**src/rtl/cntr_rd_arbiter_if.sv**
```systemverilog
// rtl/cntr_rd_arbiter_if.sv - Bus bundle between the counter requesters/consumer and cntr_rd_arbiter
//
// Signals:
//   REQ[2:0]      per-requester level request, bit i = requester i
//   CNT_IN0..2    counter values of requesters 0..2 (WIDTH bits)
//   RD_READY      consumer accepts RD_DATA
//   GNT[2:0]      one-hot grant, 0 when idle
//   RD_DATA       captured counter snapshot (WIDTH bits)
//   RD_ID[1:0]    index of the granted requester
//   RD_VALID      RD_DATA/RD_ID valid
//   BUSY          arbiter not idle
//   TMO_ERR       one-cycle timeout pulse
// Modports: master = requesters/consumer side, slave = arbiter side.

interface cntr_rd_arbiter_if #(
    parameter int WIDTH = 3
);
    logic [2:0]       REQ;
    logic [WIDTH-1:0] CNT_IN0;
    logic [WIDTH-1:0] CNT_IN1;
    logic [WIDTH-1:0] CNT_IN2;
    logic             RD_READY;
    logic [2:0]       GNT;
    logic [WIDTH-1:0] RD_DATA;
    logic [1:0]       RD_ID;
    logic             RD_VALID;
    logic             BUSY;
    logic             TMO_ERR;

    modport master (
        output REQ, CNT_IN0, CNT_IN1, CNT_IN2, RD_READY,
        input  GNT, RD_DATA, RD_ID, RD_VALID, BUSY, TMO_ERR
    );

    modport slave (
        input  REQ, CNT_IN0, CNT_IN1, CNT_IN2, RD_READY,
        output GNT, RD_DATA, RD_ID, RD_VALID, BUSY, TMO_ERR
    );
endinterface

```
**src/rtl/cntr_rd_arbiter.sv**
```systemverilog
// rtl/cntr_rd_arbiter.sv - Round-robin arbiter snapshotting one of three counters onto a valid/ready read port
//
// Ports:
//   CLK    rising-edge clock
//   RST_B  asynchronous active-low reset
//   bus    cntr_rd_arbiter_if.slave (REQ, CNT_IN0..2, RD_READY in; GNT, RD_DATA,
//          RD_ID, RD_VALID, BUSY, TMO_ERR out); all outputs are registered
// Parameters:
//   WIDTH    counter / RD_DATA width
//   TIMEOUT  max unacknowledged RD_VALID cycles (1..255), used with CNTR_RD_TMO_EN
// Optional feature macro: CNTR_RD_TMO_EN (XFER timeout with TMO_ERR pulse).

module cntr_rd_arbiter #(
    parameter int WIDTH   = 3,
    parameter int TIMEOUT = 15
) (
    input logic            CLK,
    input logic            RST_B,
    cntr_rd_arbiter_if.slave bus
);

    typedef enum logic [1:0] {
        IDLE  = 2'd0,
        GRANT = 2'd1,
        XFER  = 2'd2
    } state_t;

    state_t           state, state_nxt;
    logic [2:0]       gnt_q, gnt_d;
    logic [WIDTH-1:0] data_q, data_d;
    logic [1:0]       id_q, id_d;
    logic [1:0]       last_q, last_d;
    logic             valid_q, valid_d;
    logic             busy_q, busy_d;
    logic [WIDTH-1:0] cnt_sel;

`ifdef CNTR_RD_TMO_EN
    localparam logic [7:0] TMO_LAST = 8'(TIMEOUT - 1);
    logic [7:0] wait_q, wait_d;
    logic       tmo_q, tmo_d;
`endif

    // Search order LAST+1, LAST+2, LAST (mod 3). Walking from lowest to highest
    // priority lets the highest-priority requester overwrite the result.
    function automatic logic [1:0] rr_pick(input logic [2:0] req, input logic [1:0] last);
        logic [1:0] win;
        int         c;
        win = 2'd0;
        for (int k = 3; k >= 1; k--) begin
            c = (int'(last) + k) % 3;
            if (req[c]) win = 2'(c);
        end
        return win;
    endfunction

    always_comb begin
        case (id_q)
            2'd1:    cnt_sel = bus.CNT_IN1;
            2'd2:    cnt_sel = bus.CNT_IN2;
            default: cnt_sel = bus.CNT_IN0;
        endcase
    end

    always_comb begin
        state_nxt = state;
        gnt_d     = gnt_q;
        data_d    = data_q;
        id_d      = id_q;
        last_d    = last_q;
        valid_d   = valid_q;
        busy_d    = busy_q;
`ifdef CNTR_RD_TMO_EN
        wait_d    = wait_q;
        tmo_d     = 1'b0;
`endif
        case (state)
            IDLE: begin
                if (|bus.REQ) begin
                    id_d      = rr_pick(bus.REQ, last_q);
                    gnt_d     = 3'b001 << rr_pick(bus.REQ, last_q);
                    busy_d    = 1'b1;
                    state_nxt = GRANT;
                end
            end
            GRANT: begin
                // The only point where the counter is sampled; later
                // increments cannot disturb the presented value.
                data_d    = cnt_sel;
                valid_d   = 1'b1;
                state_nxt = XFER;
`ifdef CNTR_RD_TMO_EN
                wait_d    = 8'd0;
`endif
            end
            XFER: begin
                // Ready is checked first so a same-edge ready beats the timeout.
                if (bus.RD_READY) begin
                    valid_d   = 1'b0;
                    gnt_d     = 3'b000;
                    busy_d    = 1'b0;
                    last_d    = id_q;
                    state_nxt = IDLE;
                end
`ifdef CNTR_RD_TMO_EN
                else if (wait_q == TMO_LAST) begin
                    valid_d   = 1'b0;
                    gnt_d     = 3'b000;
                    busy_d    = 1'b0;
                    last_d    = id_q;
                    tmo_d     = 1'b1;
                    state_nxt = IDLE;
                end else begin
                    wait_d = wait_q + 8'd1;
                end
`endif
            end
            default: begin
                state_nxt = IDLE;
                gnt_d     = 3'b000;
                valid_d   = 1'b0;
                busy_d    = 1'b0;
            end
        endcase
    end

    always_ff @(posedge CLK or negedge RST_B) begin
        if (!RST_B) begin
            state   <= IDLE;
            gnt_q   <= 3'b000;
            data_q  <= '0;
            id_q    <= 2'd0;
            last_q  <= 2'd2;
            valid_q <= 1'b0;
            busy_q  <= 1'b0;
`ifdef CNTR_RD_TMO_EN
            wait_q  <= 8'd0;
            tmo_q   <= 1'b0;
`endif
        end else begin
            state   <= state_nxt;
            gnt_q   <= gnt_d;
            data_q  <= data_d;
            id_q    <= id_d;
            last_q  <= last_d;
            valid_q <= valid_d;
            busy_q  <= busy_d;
`ifdef CNTR_RD_TMO_EN
            wait_q  <= wait_d;
            tmo_q   <= tmo_d;
`endif
        end
    end

    assign bus.GNT      = gnt_q;
    assign bus.RD_DATA  = data_q;
    assign bus.RD_ID    = id_q;
    assign bus.RD_VALID = valid_q;
    assign bus.BUSY     = busy_q;
`ifdef CNTR_RD_TMO_EN
    assign bus.TMO_ERR  = tmo_q;
`else
    assign bus.TMO_ERR  = 1'b0;
`endif

endmodule

```
**src/flat_wrapper.sv**
```systemverilog
// flat-port wrapper written by rule: the top's interface ports become plain ports
module cntr_rd_arbiter_flat 
#(
    parameter int WIDTH   = 3,
    parameter int TIMEOUT = 15
)
  (CLK, RST_B, bus_REQ, bus_CNT_IN0, bus_CNT_IN1, bus_CNT_IN2, bus_RD_READY, bus_GNT, bus_RD_DATA, bus_RD_ID, bus_RD_VALID, bus_BUSY, bus_TMO_ERR);
  cntr_rd_arbiter_if #(.WIDTH(WIDTH)) bus_i ();
  input logic CLK;
  input logic RST_B;
  input wire logic [$bits(bus_i.REQ)-1:0] bus_REQ;
  input wire logic [$bits(bus_i.CNT_IN0)-1:0] bus_CNT_IN0;
  input wire logic [$bits(bus_i.CNT_IN1)-1:0] bus_CNT_IN1;
  input wire logic [$bits(bus_i.CNT_IN2)-1:0] bus_CNT_IN2;
  input wire logic [$bits(bus_i.RD_READY)-1:0] bus_RD_READY;
  output wire logic [$bits(bus_i.GNT)-1:0] bus_GNT;
  output wire logic [$bits(bus_i.RD_DATA)-1:0] bus_RD_DATA;
  output wire logic [$bits(bus_i.RD_ID)-1:0] bus_RD_ID;
  output wire logic [$bits(bus_i.RD_VALID)-1:0] bus_RD_VALID;
  output wire logic [$bits(bus_i.BUSY)-1:0] bus_BUSY;
  output wire logic [$bits(bus_i.TMO_ERR)-1:0] bus_TMO_ERR;
  assign bus_i.REQ = bus_REQ;
  assign bus_i.CNT_IN0 = bus_CNT_IN0;
  assign bus_i.CNT_IN1 = bus_CNT_IN1;
  assign bus_i.CNT_IN2 = bus_CNT_IN2;
  assign bus_i.RD_READY = bus_RD_READY;
  assign bus_GNT = bus_i.GNT;
  assign bus_RD_DATA = bus_i.RD_DATA;
  assign bus_RD_ID = bus_i.RD_ID;
  assign bus_RD_VALID = bus_i.RD_VALID;
  assign bus_BUSY = bus_i.BUSY;
  assign bus_TMO_ERR = bus_i.TMO_ERR;
  cntr_rd_arbiter #(.WIDTH(WIDTH), .TIMEOUT(TIMEOUT)) u_core (.CLK(CLK), .RST_B(RST_B), .bus(bus_i));
endmodule
```
**config.mk**
```make
export PLATFORM = sky130hd
export DESIGN_NAME = cntr_rd_arbiter_flat
export DESIGN_NICKNAME = d
export VERILOG_FILES = /design/src/rtl/cntr_rd_arbiter_if.sv /design/src/rtl/cntr_rd_arbiter.sv /design/src/flat_wrapper.sv
export SDC_FILE = /design/constraint.sdc
export NUM_CORES = 1
export LEC_CHECK = 0
export ABC_AREA = 1
export BUFFER_PORTS_ARGS = -buffer_cell sky130_fd_sc_hd__buf_4
export CAP_MARGIN = 20
export CORE_AREA = 2 2 41 51
export CTS_CLUSTER_SIZE = 14
export DETAILED_ROUTE_END_ITERATION = 8
export DIE_AREA = 0 0 43 53
export PLACE_DENSITY_LB_ADDON = 0.1
export SLEW_MARGIN = 15
export SYNTH_ARGS = -nofsm -noshare
export SYNTH_HDL_FRONTEND = slang
export SYNTH_SLANG_ARGS = --single-unit
```
**constraint.sdc**
```tcl
create_clock -name CLK -period 1.7 [get_ports CLK]
set_input_delay 0.255 -clock CLK [delete_from_list [all_inputs] [get_ports CLK]]
set_output_delay 0.255 -clock CLK [all_outputs]
set_load 0.01 [all_outputs]
```
Yosys cells after proc, flatten, opt, wreduce, memory -nomap -nowiden

Cells that the tools add are included.

Add/subtract/negate cells: 3
Divide/modulo/power cells: 3
Order comparisons: 3
Eq/ne operators: 6
Shifts and indexed selects: 1
Muxes and demuxes: 25
Bitwise gates (word level): 2
Reductions and logical operators: 7

Operators by type and width:

| operator                | number |
|---|---|
| $lt A32 B4 Y1 const B   | 3 |
| $mod A32 B3 Y32 const B | 3 |
| $mux W2                 | 7 |
| $pmux W3 S3             | 1 |
| $mux W1                 | 8 |
| $reduce_and A2 Y1       | 4 |
| $add A2 B2 Y3 const B   | 2 |
| $bmux W1 S2             | 3 |
| $mux W3                 | 2 |
| $pmux W1 S3             | 2 |
| $pmux W2 S3             | 1 |
| $pmux W3 S2             | 1 |
| $eq A2 B1 Y1 const B    | 2 |
| $eq A2 B2 Y1 const B    | 2 |
| $add A2 B1 Y3 const B   | 1 |
| $reduce_and A3 Y1       | 1 |
| $reduce_or A3 Y1        | 1 |
| $shl A1 B2 Y3 const A   | 1 |
| $logic_not A2 Y1        | 1 |
| $ne A2 B1 Y1 const B    | 1 |
| $ne A2 B2 Y1 const B    | 1 |
| $not A1 Y1              | 2 |

Flip-flop bits (word level): 14
Bits of input ports: 15
Logic and storage cells: 57

Depth between registers and ports, before layout

Depth in word-level cells: 13
Gate-level depth with buffers: 11

Worst setup path before layout

OpenSTA, ideal clock, no wires.

Kind: flip-flop to flip-flop
From: reg u_core.last_q[1]
To: reg u_core.gnt_q[0], in the netlist u_core.bus.GNT[0]
Library setup time: 0.117 ns
Arrival: 1.319 ns
Data required time: 1.583 ns
Setup slack: 0.264 ns
Cell stages (with the launch flop): 10
Buffers on the path: 0
Period minus slack after synthesis: 1.436 ns
Cells stage by stage: dfstp_2 > ha_1 > inv_2 > nand3_1 > inv_1 > a21oi_2 > nand3_1 > nand2_1 > nand3_1 > nand2_1

Cells in the longest elaborated chain, start to end: 13
Elaborated cells on any way between the ends: 23

RTL lines:

| element                                    | RTL line               | source |
|---|---|---|
| start: declaration                         | cntr_rd_arbiter.sv:32  | `logic [1:0] last_q, last_d;` |
| start signal: assignment                   | cntr_rd_arbiter.sv:144 | `last_q <= last_d;` |
| $add A2 B2 Y3                              | cntr_rd_arbiter.sv:50  | `c = (int'(last) + k) % 3;` |
| $mod A32 B3 Y32                            | cntr_rd_arbiter.sv:50  |  |
| $bmux W1 S2                                | cntr_rd_arbiter.sv:51  | `if (req[c]) win = 2'(c);` |
| $mux W1 (not written as such) (2 in a row) | cntr_rd_arbiter.sv:51  |  |
| $mux W2 (2 in a row)                       | cntr_rd_arbiter.sv:51  |  |
| $mux W2 *                                  | cntr_rd_arbiter.sv:51  |  |
| $mux W2 *                                  | cntr_rd_arbiter.sv:78  | `if (\|bus.REQ) begin` |
| $mux W2 *                                  | cntr_rd_arbiter.sv:76  | `case (state)` |
| $shl A1 B2 Y3 *                            | cntr_rd_arbiter.sv:80  | `gnt_d = 3'b001 << rr_pick(bus.REQ, last_q);` |
| $mux W3 *                                  | cntr_rd_arbiter.sv:78  |  |
| $pmux W3 S3 *                              | cntr_rd_arbiter.sv:76  |  |
| end signal: assignment                     | cntr_rd_arbiter.sv:141 | `gnt_q <= gnt_d;` |
| end: declaration                           | cntr_rd_arbiter.sv:29  | `logic [2:0] gnt_q, gnt_d;` |

Every way passes the cells marked *; elsewhere a longest branch is shown, timed or not. The select of a mux whose other input is x is not followed.
A chain may end at the register's enable or synchronous reset.

Worst setup path after layout

Same ends and word-level chain as after synthesis.

==> metrics.md <==
| Metric | Value |
|---|---|
| IO Pins | 26 |
| Yosys top cell area share | 0.389 |
| Die Span Y | roughly 53 um |
| #FFs+latches synth | 14 |
| First-pass GRT wire length | 3.02 mm |
| RSZ-0062 raised after global routing | false |
| Num CTS Buffers | 3 |
| Avg WL per Cell | a little over 10 um |
| Clock-pin slew on the worst setup and hold paths | about 0.090 ns |
| TritonCTS clock tree | done |
| Met3 wire len | 57 um |
| Number of I/O port buffers | 24 |
| Worst R2R Setup Slack | 0.14 ns |
| Min-Delay Endpoint | u_core.bus.RD_DATA[2] |
| Outcome | completed |
| Pins over their slew limit | 0 |
| Post-DP HPWL | roughly 1.4 mm |
| Die Span X | 43 um |
| Switching share of total power | 0.434 |
| NumNets Final | roughly 160 |
| Core area | 0.00179 mm2 |
| Clock Path Buffers | 2 |
| Grt ovf | 0 |
| Via count | between 700 and 800 |
| Ys Warns | 0 |
| Final worst-path cycle share | 0.920 |
| Antenna Nets Post-Route | 0 |
| # clock sinks | 14 |
| Worst-Skew Late Latency | roughly 0.27 ns |
| Final setup violation count | 0 |
| Setup TNS | 0 ns |
| PwrDens | 1740 mW/mm2 |
| GPL Wtd Cong | around 0.81 |
| Worst Skew | 0.00200 ns |
| Cell area after synthesis | 837 um2 |
| Data arrival time of the worst path | 1.79 ns |
| CP max FO | 5 |
| Register area share after synthesis | 0.420 |
| Die area | between 0.002 and 0.0025 mm2 |
| Hold wc startpoint | bus_CNT_IN0[2] |
| Fin. Hold Viols | 0 |
| Power, Total | 1.91 mW |
| GRT Util Overall | 0.176 |
| DRT iter0 DRCs | 10 |
| Total Wirelength | 1.67 mm |
| Psw | between 0.8 and 0.9 mW |
| Vias in the first global route | between 700 and 800 |
| Critical Path End Type | flop |
| Initial core utilization | 0.468 |
| DRC errors left | 0 |
| Leakage power | 0.610 nW |
| Sequential fraction of design power | 0.309 |
| FF-to-FF Start | u_core.last_q[1] |
| Post-Syn Instances | 112 |
| Maxcap violations | 0 |
| Syn-to-layout area delta | 30.8% |
| Synth Net Count | between 100 and 150 |
| Via density | 4.75 |
| Worst hold stages | 3 |
| Antenna cells | 0 |
| Crit Reg-Reg Endpoint | u_core.bus.GNT[0] |
| Routed wl met2 | 867 um |
| Row count | 17 |
| Worst setup SP type | flop |
| Largest net degree at the start of global routing | 15 |
| Min Tclk post-route | 1.56 ns |
| Worst min path class | input pin to flop |
| Worst setup path category | flop to flop |
| R2R depth | 10 |
| Initial antenna violation count | 0 |
| Clock power share | 0.124 |
| Share of post-route cells with drive strength above 1 | 0.268 |
| Worst vdd ir | 0.987 mV |
| Synth Area per Inst | 7.47 um2 |
| Max Used Layer | met4 |
| Worst Setup Slack, final | about 0.14 ns |
| DP Worst Slack | ~0.13 ns |
| Pint | between 1 and 1.5 mW |
| Largest cells by area after synthesis | dfrtp_1 39%, nand2_1 16%, ha_1 9.0% |
| Root buf cell | clkbuf_4 |
| H-Tree Level Count | 1 |
| Combinational share of power | 0.567 |
| Synth area leader | dfrtp_1 |
| First drt pass iteration count | 4 |
| Metal-1 WL | between 700 and 800 um |
| Unique masters post-synth | 20 |
| Crit path required time | about 1.9 ns |
| Peak Freq | 639 MHz |
## layout by cell type (no fill, tap or decap), drive strengths merged
cell | netlist | layout
nand2 | 36 | 36
inv | 19 | 19
a22o | 1 | 1
a21oi | 8 | 8
nand3 | 9 | 9
dlygate4sd3 | 0 | 1
buf | 1 | 26
nor2 | 8 | 8
o21ai | 8 | 8
nand3b | 1 | 1
dfrtp | 13 | 13
dfstp | 1 | 1
ha | 6 | 6
clkbuf | 0 | 4
conb | 1 | 1
## metal layers
| metal | vias up | track usage |
|---|---|---|
| met2 | 13 | 0.311 |
| met3 | 2 | 0.0205 |
| met1 | 345 | 0.210 |
| met4 | 0 | 0.0909 |
| li1 | 404 | - |
| met5 | - | 0 |
## sequential cells by signal (all words and copies together), names as in the netlist
signal,cells
u_core.state,2
u_core.bus.RD_DATA,3
u_core.bus.RD_ID,2
u_core.bus.GNT,3
u_core.bus.BUSY,1
u_core.last_q,2
u_core.bus.RD_VALID,1
## power by group through the flow
stage	logic (mW)	clock network (mW)	registers (mW)
2_1_floorplan	0.684	0	0.633
3_5_place_dp	1.06	0	0.599
5_1_grt	1.26	0.260	0.613
3_3_place_gp	1.05	0	0.594
6_report	1.08	0.237	0.590
4_1_cts	1.07	0.247	0.592
## worst max path at each step
stage	start	end	slack (ns)	depth (start not counted)
after floorplan	u_core.last_q[1]	u_core.bus.GNT[0]	0.26	9
after global routing	u_core.last_q[1]	u_core.bus.GNT[0]	0.002	10
after global placement	u_core.last_q[1]	u_core.bus.RD_ID[1]	0.19	9
final	u_core.last_q[1]	u_core.bus.GNT[0]	0.14	10
after detailed placement	u_core.last_q[1]	u_core.bus.GNT[0]	0.13	10
after CTS	u_core.last_q[1]	u_core.bus.GNT[0]	0.11	10
## cells in the mapped netlist (all sizes together)
library cell	count
dfstp	1
o21ai	8
dfrtp	13
inv	19
ha	6
nand3	9
nor2	8
buf	1
a22o	1
nand3b	1
a21oi	8
nand2	36
conb	1
## what timing repair did
action,4_1_cts,5_1_grt
setup endpoints to repair,0,1
hold endpoints to repair,13,0
resized for setup,0,0
hold buffers,1,0
buffers inserted,0,2
## area by class of cell
| cell class | instances | area, um2 |
|---|---|---|
| multi-input cells | 78 | 404 |
| fillers | 166 | 692 |
| inverters | 19 | 73.8 |
| repair buffers | 27 | 205 |
| clock buffers | 4 | 36.3 |
| well taps | 19 | 23.8 |
| flip-flops and latches | 14 | 352 |
## stage by stage
step,utilization,area (um2),std cells,hold slack [ns]
after floorplan,-,837,112,-0.0406
after global placement,0.578,1030,154,0.114
after global routing,0.613,1090,161,0.310
after CTS,0.604,1080,159,0.266
after detailed placement,0.578,1030,154,0.115
final,0.613,1090,161,0.273
## kinds of logic after synthesis
| family | share of synthesized area |
|---|---|
| fa+ha+maj | 0.0897 |
| buf+inv | 0.0972 |
| other cells | 0.00448 |
| flops | 0.420 |
| simple gates | 0.278 |
| compound gates | 0.111 |
## critical path: stages (launching register included)
cell     delay, ns
dfstp_2       0.56
ha_1          0.26
inv_2         0.10
nand2_1       0.06
nand2_1       0.08
nand2_1       0.08
nand2_1       0.07
nand2_1       0.05
nand2_1       0.10
nand3_1       0.09
nand2_1       0.06
Note: power is estimated with default switching activity, not from simulation.
